## src/rtl/window_gen_3x3.sv

```systemverilog
// ============================================================================
// Module   : window_gen_3x3
// Purpose  : Raster pixel stream to 3x3 neighbourhood window, two line buffers.
// Revision : 1.0
// ============================================================================
`default_nettype none

module window_gen_3x3 #(
    parameter int N     = 8,
    parameter int IMG_W = 8,
    parameter int IMG_H = 8,
    localparam int CW   = $clog2(IMG_W),
    localparam int RW   = $clog2(IMG_H)
) (
    input  logic          clk,
    input  logic          rst,
    input  logic          sof,
    input  logic          in_valid,
    input  logic [N-1:0]  in_pix,
    output logic [N-1:0]  w1,
    output logic [N-1:0]  w2,
    output logic [N-1:0]  w3,
    output logic [N-1:0]  w4,
    output logic [N-1:0]  w5,
    output logic [N-1:0]  w6,
    output logic [N-1:0]  w7,
    output logic [N-1:0]  w8,
    output logic [N-1:0]  w9,
    output logic          out_valid,
    output logic [RW-1:0] out_row,
    output logic [CW-1:0] out_col,
    output logic          frame_done
);

    localparam logic [CW-1:0] C_LAST_COL = CW'(IMG_W - 1);
    localparam logic [RW-1:0] C_LAST_ROW = RW'(IMG_H - 1);

    logic [CW-1:0] r_col;
    logic [RW-1:0] r_row;
    logic [N-1:0]  r_lb1 [IMG_W];
    logic [N-1:0]  r_lb2 [IMG_W];
    logic [N-1:0]  r_win [9];

    // sof coincident with a pixel makes that pixel position (0,0)
    logic [CW-1:0] w_col;
    logic [RW-1:0] w_row;
    logic          w_last_col;
    logic          w_last_row;
    logic          w_emit;
    logic [N-1:0]  w_p1;
    logic [N-1:0]  w_p2;

    assign w_col      = sof ? '0 : r_col;
    assign w_row      = sof ? '0 : r_row;
    assign w_last_col = (w_col == C_LAST_COL);
    assign w_last_row = (w_row == C_LAST_ROW);
    assign w_emit     = in_valid && (w_row >= RW'(2)) && (w_col >= CW'(2));
    assign w_p1       = r_lb1[IMG_W-1];
    assign w_p2       = r_lb2[IMG_W-1];

    always_ff @(posedge clk or negedge rst) begin
        if (!rst) begin
            r_col <= '0;
            r_row <= '0;
        end else if (in_valid) begin
            if (w_last_col) begin
                r_col <= '0;
                r_row <= w_last_row ? '0 : w_row + 1'b1;
            end else begin
                r_col <= w_col + 1'b1;
                r_row <= w_row;
            end
        end else if (sof) begin
            r_col <= '0;
            r_row <= '0;
        end
    end

    always_ff @(posedge clk or negedge rst) begin
        if (!rst) begin
            out_valid  <= 1'b0;
            frame_done <= 1'b0;
            out_row    <= '0;
            out_col    <= '0;
        end else begin
            out_valid  <= w_emit;
            frame_done <= in_valid && w_last_col && w_last_row;
            if (w_emit) begin
                out_row <= w_row - 1'b1;
                out_col <= w_col - 1'b1;
            end
        end
    end

    // Each line is IMG_W deep, so its tail is the pixel one row above
    always_ff @(posedge clk or negedge rst) begin
        if (!rst) begin
            for (int i = 0; i < IMG_W; i++) begin
                r_lb1[i] <= '0;
                r_lb2[i] <= '0;
            end
        end else if (in_valid) begin
            r_lb1[0] <= in_pix;
            r_lb2[0] <= w_p1;
            for (int i = 1; i < IMG_W; i++) begin
                r_lb1[i] <= r_lb1[i-1];
                r_lb2[i] <= r_lb2[i-1];
            end
        end
    end

    always_ff @(posedge clk or negedge rst) begin
        if (!rst) begin
            for (int i = 0; i < 9; i++) begin
                r_win[i] <= '0;
            end
        end else if (in_valid) begin
            r_win[0] <= r_win[1];
            r_win[1] <= r_win[2];
            r_win[2] <= w_p2;
            r_win[3] <= r_win[4];
            r_win[4] <= r_win[5];
            r_win[5] <= w_p1;
            r_win[6] <= r_win[7];
            r_win[7] <= r_win[8];
            r_win[8] <= in_pix;
        end
    end

    assign w1 = r_win[0];
    assign w2 = r_win[1];
    assign w3 = r_win[2];
    assign w4 = r_win[3];
    assign w5 = r_win[4];
    assign w6 = r_win[5];
    assign w7 = r_win[6];
    assign w8 = r_win[7];
    assign w9 = r_win[8];

endmodule

`default_nettype wire

```

## config.mk

```make
export PLATFORM = sky130hd
export DESIGN_NAME = window_gen_3x3
export DESIGN_NICKNAME = d
export VERILOG_FILES = /design/src/rtl/window_gen_3x3.sv
export SDC_FILE = /design/constraint.sdc
export NUM_CORES = 1
export LEC_CHECK = 0
export CAP_MARGIN = 20
export CELL_PAD_IN_SITES_DETAIL_PLACEMENT = 1
export CELL_PAD_IN_SITES_GLOBAL_PLACEMENT = 2
export CORE_ASPECT_RATIO = 1.5
export CORE_UTILIZATION = 35
export DETAILED_ROUTE_END_ITERATION = 10
export PLACE_DENSITY_LB_ADDON = 0.1
export RECOVER_POWER = 100
export SYNTH_ARGS = -nofsm -noshare
export SYNTH_HDL_FRONTEND = slang
export SYNTH_SLANG_ARGS = --single-unit
```

## constraint.sdc

```tcl
create_clock -name clk -period 1.7 [get_ports clk]
set_clock_uncertainty 0.2 [all_clocks]
set_input_delay 0.255 -clock clk [delete_from_list [all_inputs] [get_ports clk]]
set_output_delay 0.255 -clock clk [all_outputs]
set_load 0.02 [all_outputs]
```

==> results of run 1 <==
-- Yosys cell counts --
master                     count  area (sq um)
sky130_fd_sc_hd__nor2_1        1          3.75
sky130_fd_sc_hd__dfrtp_1     166          4150
sky130_fd_sc_hd__inv_1         4          15.0
sky130_fd_sc_hd__nand2b_1      2          12.5
sky130_fd_sc_hd__mux2i_1       1          10.0
sky130_fd_sc_hd__buf_4        49           368
sky130_fd_sc_hd__ha_1          7          87.6
sky130_fd_sc_hd__mux2_2      160          1800
sky130_fd_sc_hd__nand2_1       1          3.75
sky130_fd_sc_hd__buf_2        17          85.1
sky130_fd_sc_hd__xnor2_1       1          8.76
sky130_fd_sc_hd__nand3_1       1          5.00
sky130_fd_sc_hd__and2_1        1          6.26
sky130_fd_sc_hd__xor2_1        4          35.0
sky130_fd_sc_hd__o221ai_4      1          26.3
sky130_fd_sc_hd__and3_1        1          6.26
sky130_fd_sc_hd__o21ba_2       2          20.0
sky130_fd_sc_hd__and2b_1       4          30.0
-- stage by stage --
stage / setup TNS [ps] / std cells / instance area, sq um
3_5_place_dp: -6190 / 724 / 7730
2_1_floorplan: -20.4 / 423 / 6680
5_1_grt: -2020 / 760 / 8230
6_report: -362 / 760 / 8230
4_1_cts: -274 / 760 / 8330
3_3_place_gp: -5400 / 724 / 7730
-- repair_timing --
item	in CTS	in global routing
pin swaps	2	1
resized for setup	91	6
endpoints found under the hold margin	166	0
setup buffers	3	0
endpoints found under the setup margin	87	9
hold buffers	1	0
cloned	0	0
-- area by class of cell --
type / instances / area, sq um
well taps: 252 / 315
clock inverters: 12 / 165
inverters: 4 / 15.0
fillers: 1895 / 10400
multi-input cells: 187 / 2100
flip-flops and latches: 166 / 4150
clock buffers: 20 / 457
repair buffers: 119 / 1020
-- flip-flops by register name, indices dropped and copies added (netlist names) --
name,count
frame_done,1
out_col,3
out_row,3
out_valid,1
r_col,3
r_lb1,56
r_lb2,56
r_row,3
w1,8
w2,8
w3,8
w_p1,8
w_p2,8
-- metal layers --
layer	vias to the layer above	wire, um	share of wire
li1	1565	-	-
met1	1814	5280	0.45
met2	68	5790	0.49
met3	13	443	0.038
met4	0	204	0.017
met5	-	0	0
-- worst paths after layout --
| path | to | slack, ps | cells after the start |
|---|---|---|---|
| min | r_row[1] | 170 | 3 |
| max reg2reg | out_col[1] | -70 | 5 |
| max in group asynchronous | w1[4] | 150 | 3 |
| min reg2reg | r_lb2[57] | 300 | 1 |
| max | out_col[1] | -70 | 5 |
| min in group asynchronous | out_row[2] | 320 | 2 |
-- power breakdown --
group / switching [mW] / internal (mW)
Combinational: 1.64 / 1.80
Sequential: 0.893 / 5.41
Clock: 1.60 / 2.42
-- kinds of logic (layout without fill, tap and decap cells) --
| group | count (synthesis) | in the layout |
|---|---|---|
| simple gates | 11 | 11 |
| xor+xnor | 5 | 5 |
| mux | 161 | 161 |
| compound gates | 3 | 3 |
| buf+inv | 70 | 155 |
| flops | 166 | 166 |
| fa+ha+maj | 7 | 7 |
-- worst reg2reg max path, cell delays in order, from the launching register on --
cell and delay (ps):
sky130_fd_sc_hd__dfrtp_1 390, sky130_fd_sc_hd__buf_4 150, sky130_fd_sc_hd__o21ba_4 220, sky130_fd_sc_hd__o221ai_4 240, sky130_fd_sc_hd__buf_12 150, sky130_fd_sc_hd__mux2_4 290
==> impl_results.rst, run 1 <==
.. list-table::
   :header-rows: 1

   * - Metric
     - Value
   * - Status
     - finished, violations left
   * - Failing checks
     - setup timing
   * - Final worst setup slack
     - -66.0 ps
   * - Final hold viol count
     - 0
   * - Placement row count
     - 61
   * - Data arrival time of the worst path
     - 1860 ps
   * - Count of pins over their slew limit
     - 0
   * - Critical path type
     - reg2reg
   * - Top Family by Delay on Critical Path
     - compound AO/OA/AOI/OAI gates
   * - Setup slack after placement
     - -601 ps
   * - GRT Max-Usage Layer
     - met2
   * - Overall die area
     - 19700 sq um
   * - Worst skew pair latency
     - 420 ps
   * - Worst-path cell chain
     - buf_4 -> o21ba_4 -> o221ai_4 -> buf_12 -> mux2_4
   * - Type of element capturing the critical path
     - flip-flop
   * - Clock root buffer master
     - sky130_fd_sc_hd__clkbuf_16
   * - Final worst hold slack
     - 171 ps
   * - Fraction of the cycle the final worst path needs
     - 1.04
   * - Yosys reg bits
     - 166
   * - M2 GR Usage
     - 0.215
   * - Worst R2R Start
     - r_row[1]
   * - Port-buffer cells
     - 91
   * - Slew headroom
     - 0.387
   * - Number of global-route vias before repair
     - 3855
   * - M3 GR Usage
     - 0.0370
   * - Sequential share of the synthesized area
     - 0.622
   * - Routability Congestion
     - 0.647
   * - Type of the tightest min-delay check
     - in2reg
   * - Startpoint kind of the worst setup timing path
     - flip-flop
   * - Number of H-tree branching levels
     - 4
   * - Wire length of the first global-routing pass
     - 20500 um
   * - Post-Synth Adder-Cell Area
     - 0.0131
   * - Pre-Repair DR Iteration Count
     - 4
   * - Peak VDD IR
     - 0.674 mV
   * - Net Count, Synth
     - 442
   * - Complex-gate fraction of the synthesized area
     - 0.00693
   * - Instance count of the mapped netlist
     - 423
   * - Leakage component of the power
     - 3.81 nW
   * - Final ANT Viol Nets
     - 0
   * - Endpoints failing setup
     - 7
   * - Share of final-layout standard cells stronger than drive strength 1
     - 0.437
   * - Core region area
     - 18600 sq um
   * - CP Launch Point
     - r_row[1]
   * - Commonest cells after routing, fill and taps aside
     - sky130_fd_sc_hd__dfrtp_1, sky130_fd_sc_hd__mux2_2, sky130_fd_sc_hd__dlygate4sd2_1
   * - Detailed Route WL
     - 11700 um
   * - Buffers and inverters on the worst path
     - 2
   * - Buffer depth of the longest clock path
     - 2
   * - Count of yosys warnings during synthesis
     - 0
   * - Hold path startpoint
     - sof
   * - Slowest CP cell
     - sky130_fd_sc_hd__dfrtp_1
   * - Multiplexer share of the synthesized area
     - 0.271
   * - Maximum number of pins on one net before global-route repair
     - 40
   * - Min cycle time layout
     - 1770 ps
   * - Unique cell type count in the Yosys netlist
     - 18
   * - Clock transition at the register clock pins on the worst setup and hold paths after CTS
     - 60 ps
   * - Simple-gate share of the synthesized area
     - 0.0101
   * - MaxCap Viol Count
     - 0
   * - CTS sink cnt
     - 166
   * - Net total in the final layout
     - 514
   * - Synthesized area divided by synthesized cell count
     - 15.8 sq um
   * - Tot GR Track Use
     - 0.136
   * - Pin slew with the least headroom to its limit
     - 920 ps
   * - Routing usage on met1
     - 0.175
   * - Post-synthesis instance area
     - 6680 sq um
   * - I/O pin cnt
     - 92
   * - Vias after detailed routing
     - 3460
   * - Power per cell area
     - 1670 nW/um^2
   * - Area added between synthesis and finish
     - 23.2%
   * - Total overflow reported by the global router
     - 0
   * - Utilization after layout
     - 0.442
   * - Total clock buffers created by CTS
     - 17
   * - Die width
     - 115 um
   * - Biggest cell delay along the critical path
     - 390 ps
   * - Height of the chip
     - 171 um
   * - Highest clock frequency the design can meet
     - 0.566 GHz
   * - Main combinational cell family by area after synthesis
     - multiplexers
   * - Required arrival time at the worst endpoint
     - 1800 ps
   * - Total power
     - 13.8 mW
   * - Highest net fanout along the worst path
     - 5
   * - Xor/xnor cell area share of the yosys netlist
     - 0.00656
   * - Unrepaired setup endpoints after global routing
     - true
   * - Antenna violations before repair
     - 0
   * - Ant. Diodes
     - 0
   * - Commonest non-fill, non-tap cell in the layout
     - sky130_fd_sc_hd__dfrtp_1
   * - First-iteration detailed-routing DRC count
     - 88
   * - Initial cell density of the core
     - 0.359
   * - TritonCTS clock tree
     - done
   * - DRC
     - 0
   * - DR vias/cell
     - 4.55
   * - Post-DP HPWL
     - 7830 um
   * - Average wire per cell in the routed design
     - 15.4 um
Note: power is estimated with default switching activity, not from simulation.
==> run 2, diff against run 1 <==
CTS_CLUSTER_SIZE = 10   (was not set)
RECOVER_POWER = not set   (was 100)
==> run 2 against run 1 <==
Compared with the run above: the flow still finishes with violations (setup timing); setup slack is essentially flat; sequential cell count is the same; cell area grew 1.5%; maximum frequency is essentially flat; critical endpoint unchanged.
==> impl_results.rst, run 2 (same netlist as run 1, synthesis figures left out) <==
.. list-table::
   :header-rows: 1

   * - Metric
     - Value
   * - Utilization after layout
     - 0.448
   * - Port-buffer cells
     - 91
   * - Maximum number of pins on one net before global-route repair
     - 40
   * - Status
     - finished, violations left
   * - Area added between synthesis and finish
     - 25.0%
   * - Placement row count
     - 61
   * - Clock transition at the register clock pins on the worst setup and hold paths after CTS
     - 60 ps
   * - Number of global-route vias before repair
     - 3855
   * - Final worst hold slack
     - 69.7 ps
   * - Data arrival time of the worst path
     - 1860 ps
   * - Critical path type
     - reg2reg
   * - Pre-Repair DR Iteration Count
     - 4
   * - Highest net fanout along the worst path
     - 5
   * - Wire length of the first global-routing pass
     - 20500 um
   * - Clock root buffer master
     - sky130_fd_sc_hd__clkbuf_16
   * - Slowest CP cell
     - sky130_fd_sc_hd__dfrtp_1
   * - Buffer depth of the longest clock path
     - 2
   * - Total clock buffers created by CTS
     - 17
   * - Share of final-layout standard cells stronger than drive strength 1
     - 0.451
   * - Core region area
     - 18600 sq um
   * - Switching power of the nets
     - 4.14 mW
   * - Power per cell area
     - 1650 nW/um^2
   * - Post-Place Cell Area
     - 7730 sq um
   * - Endpoints failing setup
     - 6
   * - WL met3
     - 438 um
   * - Number of H-tree branching levels
     - 4
   * - Type of element capturing the critical path
     - flip-flop
   * - Average wire per cell in the routed design
     - 15.4 um
   * - Switching part of the total
     - 0.300
   * - Worst skew pair latency
     - 420 ps
   * - Min cycle time layout
     - 1770 ps
   * - Cell Count Post-Placement
     - 724
   * - Commonest non-fill, non-tap cell in the layout
     - sky130_fd_sc_hd__dfrtp_1
   * - Initial cell density of the core
     - 0.359
   * - Highest routed layer
     - met4
   * - First-iteration detailed-routing DRC count
     - 102
   * - Slew headroom
     - 0.720
   * - Final hold viol count
     - 0
   * - Proportion of power drawn by combinational gates
     - 0.252
   * - Unrepaired setup endpoints after global routing
     - true
   * - Final ANT Viol Nets
     - 0
   * - Startpoint kind of the worst setup timing path
     - flip-flop
   * - DRC
     - 0
   * - Clock share of power
     - 0.291
   * - Commonest cells after routing, fill and taps aside
     - sky130_fd_sc_hd__dfrtp_1, sky130_fd_sc_hd__mux2_2, sky130_fd_sc_hd__dlygate4sd2_1
   * - Height of the chip
     - 171 um
   * - Count of pins over their slew limit
     - 0
   * - Detailed-routed wire length on met2
     - 5790 um
   * - Final worst setup slack
     - -66.0 ps
   * - TritonCTS clock tree
     - done
   * - Highest clock frequency the design can meet
     - 0.566 GHz
   * - Vias after detailed routing
     - 3458
   * - CTS sink cnt
     - 166
   * - Required arrival time at the worst endpoint
     - 1800 ps
   * - Biggest cell delay along the critical path
     - 390 ps
   * - Post-route standard cell area excluding fillers
     - 8350 sq um
   * - Filler cell count in the final layout
     - 1885
   * - MaxCap Viol Count
     - 0
   * - Internal cell power
     - 9.66 mW
   * - Power share of the sequential group
     - 0.457
   * - Number of non-filler instances in the completed layout
     - 760
   * - Total Negative Setup Slacks
     - -337 ps
   * - Ant. Diodes
     - 0
   * - Type of the tightest min-delay check
     - in2reg
   * - Routability Congestion
     - 0.647
   * - Antenna violations before repair
     - 0
   * - Post-DP HPWL
     - 7830 um
   * - Tot GR Track Use
     - 0.136
   * - DR vias/cell
     - 4.55
   * - Peak VDD IR
     - 0.675 mV
   * - Fraction of the cycle the final worst path needs
     - 1.04
   * - Pin slew with the least headroom to its limit
     - 419 ps
   * - Leakage component of the power
     - 3.86 nW
   * - Overall die area
     - 19700 sq um
   * - Detailed Route WL
     - 11700 um
   * - Setup slack after placement
     - -601 ps
   * - Worst-path cell chain
     - buf_4 -> o21ba_4 -> o221ai_4 -> buf_12 -> mux2_4
   * - Path depth of the worst reg2reg path
     - 5
   * - Failing checks
     - setup timing
   * - Post-route met1 wirelength
     - 5270 um
   * - I/O pin cnt
     - 92
   * - Biggest registers after layout
     - r_lb1 (56), r_lb2 (56)
   * - Die width
     - 115 um
   * - Total overflow reported by the global router
     - 0
   * - Hold depth
     - 2
   * - Total power
     - 13.8 mW
   * - Net total in the final layout
     - 514
-- run 2: layout make-up --
class | count | area (sq um) | share of cell area
Multi-Input combinational cell | 187 | 2100 | 0.252
Clock buffer | 20 | 457 | 0.0547
Inverter | 4 | 15.0 | 0.00180
Clock inverter | 12 | 165 | 0.0198
Timing Repair Buffer | 119 | 1140 | 0.137
Sequential cell | 166 | 4150 | 0.497
Tap cell | 252 | 315 | 0.0378
-- run 2: worst max-delay path, delay by kind of cell (launching register included) --
kind | cells | cell delay, ps
AO/OA/AOI/OAI | 2 | 460
buffers and inverters | 2 | 300
flip-flops | 1 | 390
multiplexers | 1 | 290
-- run 2: power by group through the flow --
| stage | Sequential [mW] | Clock [mW] | Combinational [mW] |
|---|---|---|---|
| floorplan | 6.42 | 0 | 2.46 |
| global placement | 6.39 | 0 | 3.90 |
| detailed placement | 6.45 | 0 | 3.98 |
| CTS | 6.36 | 4.17 | 3.54 |
| global route | 6.57 | 4.32 | 3.77 |
| finish | 6.31 | 4.01 | 3.48 |
-- run 2: final timing paths --
path	from	endpoint	slack (ps)
min reg2reg	w_p1[1]	r_lb2[57]	300
min	in_valid	frame_done	70
max	r_row[1]	out_col[1]	-70
max in group asynchronous	rst	w1[5]	540
min in group asynchronous	rst	out_row[2]	120
max reg2reg	r_row[1]	out_col[1]	-70
-- run 2: per-layer routing --
metal / track usage / vias to the layer above
met5: 0 / -
met4: 0.0593 / 0
met3: 0.0370 / 13
met2: 0.215 / 68
met1: 0.175 / 1816
li1: - / 1561
-- run 2: repair_timing --
| item | 4_1_cts | 5_1_grt |
|---|---|---|
| hold buffers | 1 | 0 |
| pin swaps | 2 | 1 |
| endpoints found under the setup margin | 87 | 9 |
| hold endpoints to repair | 166 | 0 |
| buffers inserted | 3 | 0 |
| gates resized for setup | 91 | 6 |
==> run 3, diff against run 2 <==
ABC_AREA = 1   (was not set)
CORE_UTILIZATION = 31   (was 35)
==> run 3 against run 2 <==
Compared with the run above: the run now ends clean; sequential power decreased by 24%; synthesized area increased by 1.0%; wire length grew 18%; critical path depth increased by 5; clock-buffer cell count up 5.
==> impl_results.rst, run 3 <==
.. list-table::
   :header-rows: 1

   * - Metric
     - Value
   * - Post-Place Cell Area
     - 7710 sq um
   * - Sequential share of the synthesized area
     - 0.616
   * - Overall die area
     - 22400 sq um
   * - Tot GR Track Use
     - 0.138
   * - Total Negative Setup Slacks
     - 0 ps
   * - I/O pin cnt
     - 92
   * - Clock transition at the register clock pins on the worst setup and hold paths after CTS
     - 60 ps
   * - Leakage component of the power
     - 4.07 nW
   * - M3 GR Usage
     - 0.0363
   * - Vias after detailed routing
     - 4488
   * - Peak VDD IR
     - 0.643 mV
   * - First-iteration detailed-routing DRC count
     - 151
   * - CTS sink cnt
     - 166
   * - Routability Congestion
     - 0.718
   * - Fraction of the cycle the final worst path needs
     - 0.974
   * - Data arrival time of the worst path
     - 1770 ps
   * - Height of the chip
     - 183 um
   * - Most numerous cell types in the synthesized netlist
     - sky130_fd_sc_hd__dfrtp_1, sky130_fd_sc_hd__nand2_1, sky130_fd_sc_hd__inv_1
   * - Slew headroom
     - 0.737
   * - Post-Synth Adder-Cell Area
     - 0.0130
   * - Detailed Route WL
     - 13800 um
   * - Type of the tightest min-delay check
     - in2async
   * - Port-buffer cells
     - 91
   * - Reg-to-reg setup timing slack
     - 90 ps
   * - Most used DFF post-synth
     - sky130_fd_sc_hd__dfrtp_1
   * - Routing usage on met1
     - 0.176
   * - Clock root buffer master
     - sky130_fd_sc_hd__clkbuf_16
   * - Final ANT Viol Nets
     - 0
   * - Fraction of registers with async set or reset after synthesis
     - 1.00
   * - Multiplexer share of the synthesized area
     - 0.0134
   * - Core region area
     - 21200 sq um
   * - Post-route standard cell area excluding fillers
     - 8240 sq um
   * - Unique cell type count in the Yosys netlist
     - 19
   * - Commonest non-fill, non-tap cell in the layout
     - sky130_fd_sc_hd__dfrtp_1
   * - M2 GR Usage
     - 0.220
   * - Number of H-tree branching levels
     - 4
   * - Count leader, synth
     - sky130_fd_sc_hd__dfrtp_1
   * - Required arrival time at the worst endpoint
     - 1810 ps
   * - Cell types with the largest area share after synthesis
     - sky130_fd_sc_hd__dfrtp_1, sky130_fd_sc_hd__buf_4, sky130_fd_sc_hd__a21oi_1
   * - Count of pins over their slew limit
     - 0
   * - Share of final-layout standard cells stronger than drive strength 1
     - 0.0991
   * - Switching power of the nets
     - 2.79 mW
   * - Post-synthesis instance area
     - 6750 sq um
   * - Biggest registers after layout
     - r_lb1 (56), r_lb2 (56)
   * - Highest clock frequency the design can meet
     - 0.604 GHz
   * - Synthesized area divided by synthesized cell count
     - 9.88 sq um
   * - Utilization after layout
     - 0.388
   * - Post-CTS Setup Bufs
     - 0
   * - Highest net fanout along the worst path
     - 8
   * - Cell taking the most area after synthesis
     - sky130_fd_sc_hd__dfrtp_1
   * - Critical path type
     - in2reg
   * - Complex-gate fraction of the synthesized area
     - 0.111
   * - Area fraction of the dominant cell type after synthesis
     - 0.616
   * - Startpoint kind of the worst setup timing path
     - input port
   * - GRT Max-Usage Layer
     - met2
   * - Ant. Diodes
     - 0
   * - Endpoint of the most critical register-to-register path
     - r_row[0]
   * - Clock share of power
     - 0.381
   * - Placement row count
     - 65
   * - Internal cell power
     - 7.43 mW
   * - Total clock buffers created by CTS
     - 17
   * - Path depth of the worst reg2reg path
     - 8
   * - Net total in the final layout
     - 763
   * - Power share of the sequential group
     - 0.467
   * - Area added between synthesis and finish
     - 22.1%
   * - Type of element capturing the critical path
     - flip-flop
   * - Number of global-route vias before repair
     - 4787
   * - Number of flops mapped to enable cells by yosys
     - 0
   * - Proportion of power drawn by combinational gates
     - 0.153
   * - Endpoints failing setup
     - 0
   * - Min cycle time layout
     - 1660 ps
   * - TritonCTS clock tree
     - done
   * - Total overflow reported by the global router
     - 0
   * - Simple-gate share of the synthesized area
     - 0.109
   * - Status
     - completed
   * - Total power
     - 10.2 mW
   * - Net Count, Synth
     - 702
   * - Buffer depth of the longest clock path
     - 2
   * - Yosys reg bits
     - 166
   * - DR vias/cell
     - 4.38
   * - DRC
     - 0
   * - Initial cell density of the core
     - 0.318
   * - Count of yosys warnings during synthesis
     - 0
   * - MaxCap Viol Count
     - 0
   * - Instance count of the mapped netlist
     - 683
   * - Wire length of the first global-routing pass
     - 24100 um
   * - Final hold viol count
     - 0
   * - Worst skew pair latency
     - 420 ps
   * - Die width
     - 122 um
   * - Pre-Repair DR Iteration Count
     - 4
   * - Switching part of the total
     - 0.273
   * - Worst R2R Start
     - r_col[0]
   * - Commonest cells after routing, fill and taps aside
     - sky130_fd_sc_hd__dfrtp_1, sky130_fd_sc_hd__nand2_1, sky130_fd_sc_hd__inv_1
   * - Power per cell area
     - 1240 nW/um^2
   * - Post-DP HPWL
     - 9270 um
   * - Average wire per cell in the routed design
     - 13.5 um
   * - Pin slew with the least headroom to its limit
     - 394 ps
   * - Maximum number of pins on one net before global-route repair
     - 50
   * - Antenna violations before repair
     - 0
   * - Xor/xnor cell area share of the yosys netlist
     - 0.00130
   * - Main combinational cell family by area after synthesis
     - buffers and inverters
-- run 3: cell types whose count changed in the layout (fill, tap and decap cells not counted), moves of 7 or more --
cell	delta
sky130_fd_sc_hd__buf_4	+7
sky130_fd_sc_hd__nor2_1	+76
sky130_fd_sc_hd__o21ai_0	+74
sky130_fd_sc_hd__a21oi_1	+75
sky130_fd_sc_hd__inv_1	+79
sky130_fd_sc_hd__nand2_1	+97
sky130_fd_sc_hd__mux2_2	-146
-- run 3: cell families after synthesis --
group / Yosys count
xor gates and xnor gates: 1
adders and majority gates: 7
buffers and inverters: 166
AOI/OAI and AO/OA: 149
muxes: 8
DFF: 166
and+or+nand+nor: 186
-- run 3: worst max-delay path by stage --
| stage | from | to | slack (ps) | cells past startpoint |
|---|---|---|---|---|
| global placement | sof | r_row[0] | -310 | 10 |
| CTS | r_lb2[52] | w5[4] | 3 | 1 |
| detailed placement | sof | r_row[1] | -440 | 10 |
| global route | sof | r_row[1] | -3 | 10 |
| floorplan | r_col[0] | r_row[0] | 200 | 8 |
| finish | sof | r_row[0] | 40 | 10 |
-- run 3: final cells by class --
type / count / area (sq um)
Clock buffer: 25 / 505
Clock inverter: 7 / 92.6
Fill cell: 2417 / 13000
Inverter: 84 / 318
Multi-Input combinational cell: 351 / 1670
Sequential cell: 166 / 4150
Tap cell: 268 / 335
Timing Repair Buffer: 124 / 1160
-- run 3: timing repair --
item                                    4_1_cts  5_1_grt
endpoints found under the setup margin       80        2
resized for setup                            80        3
hold endpoints to repair                    174        0
hold buffers                                  2        0
-- run 3: worst max-delay path, cell delays in order --
cell and delay, ps:
sky130_fd_sc_hd__clkdlybuf4s50_1 500, sky130_fd_sc_hd__inv_4 70, sky130_fd_sc_hd__nand2_1 120, sky130_fd_sc_hd__inv_1 60, sky130_fd_sc_hd__ha_1 190, sky130_fd_sc_hd__ha_1 180
sky130_fd_sc_hd__nand2_1 130, sky130_fd_sc_hd__inv_1 80, sky130_fd_sc_hd__a21oi_1 120, sky130_fd_sc_hd__nor2_1 50
-- run 3: metrics by stage --
| stage | hold slack (ps) | instances | worst slack [ps] |
|---|---|---|---|
| floorplan | -241 | 683 | 203 |
| global placement | 17.0 | 991 | -308 |
| detailed placement | 26.1 | 991 | -436 |
| CTS | 128 | 1025 | 3.43 |
| global route | 154 | 1025 | -3.24 |
| finish | 137 | 1025 | 43.9 |
-- run 3: layer usage --
layer  wire (um)  vias to the layer above
met1        6340                     2175
met3         447                       14
met5           0                        -
met4         228                        0
li1            -                     2219
met2        6770                       80
-- run 3: power groups by stage --
stage	clock, mW	combinational [mW]	sequential (mW)
after global placement	0	1.72	4.84
after CTS	4.05	1.61	4.79
after floorplan	0	1.05	4.89
after global routing	4.18	1.77	4.85
after detailed placement	0	1.77	4.86
final	3.89	1.56	4.77
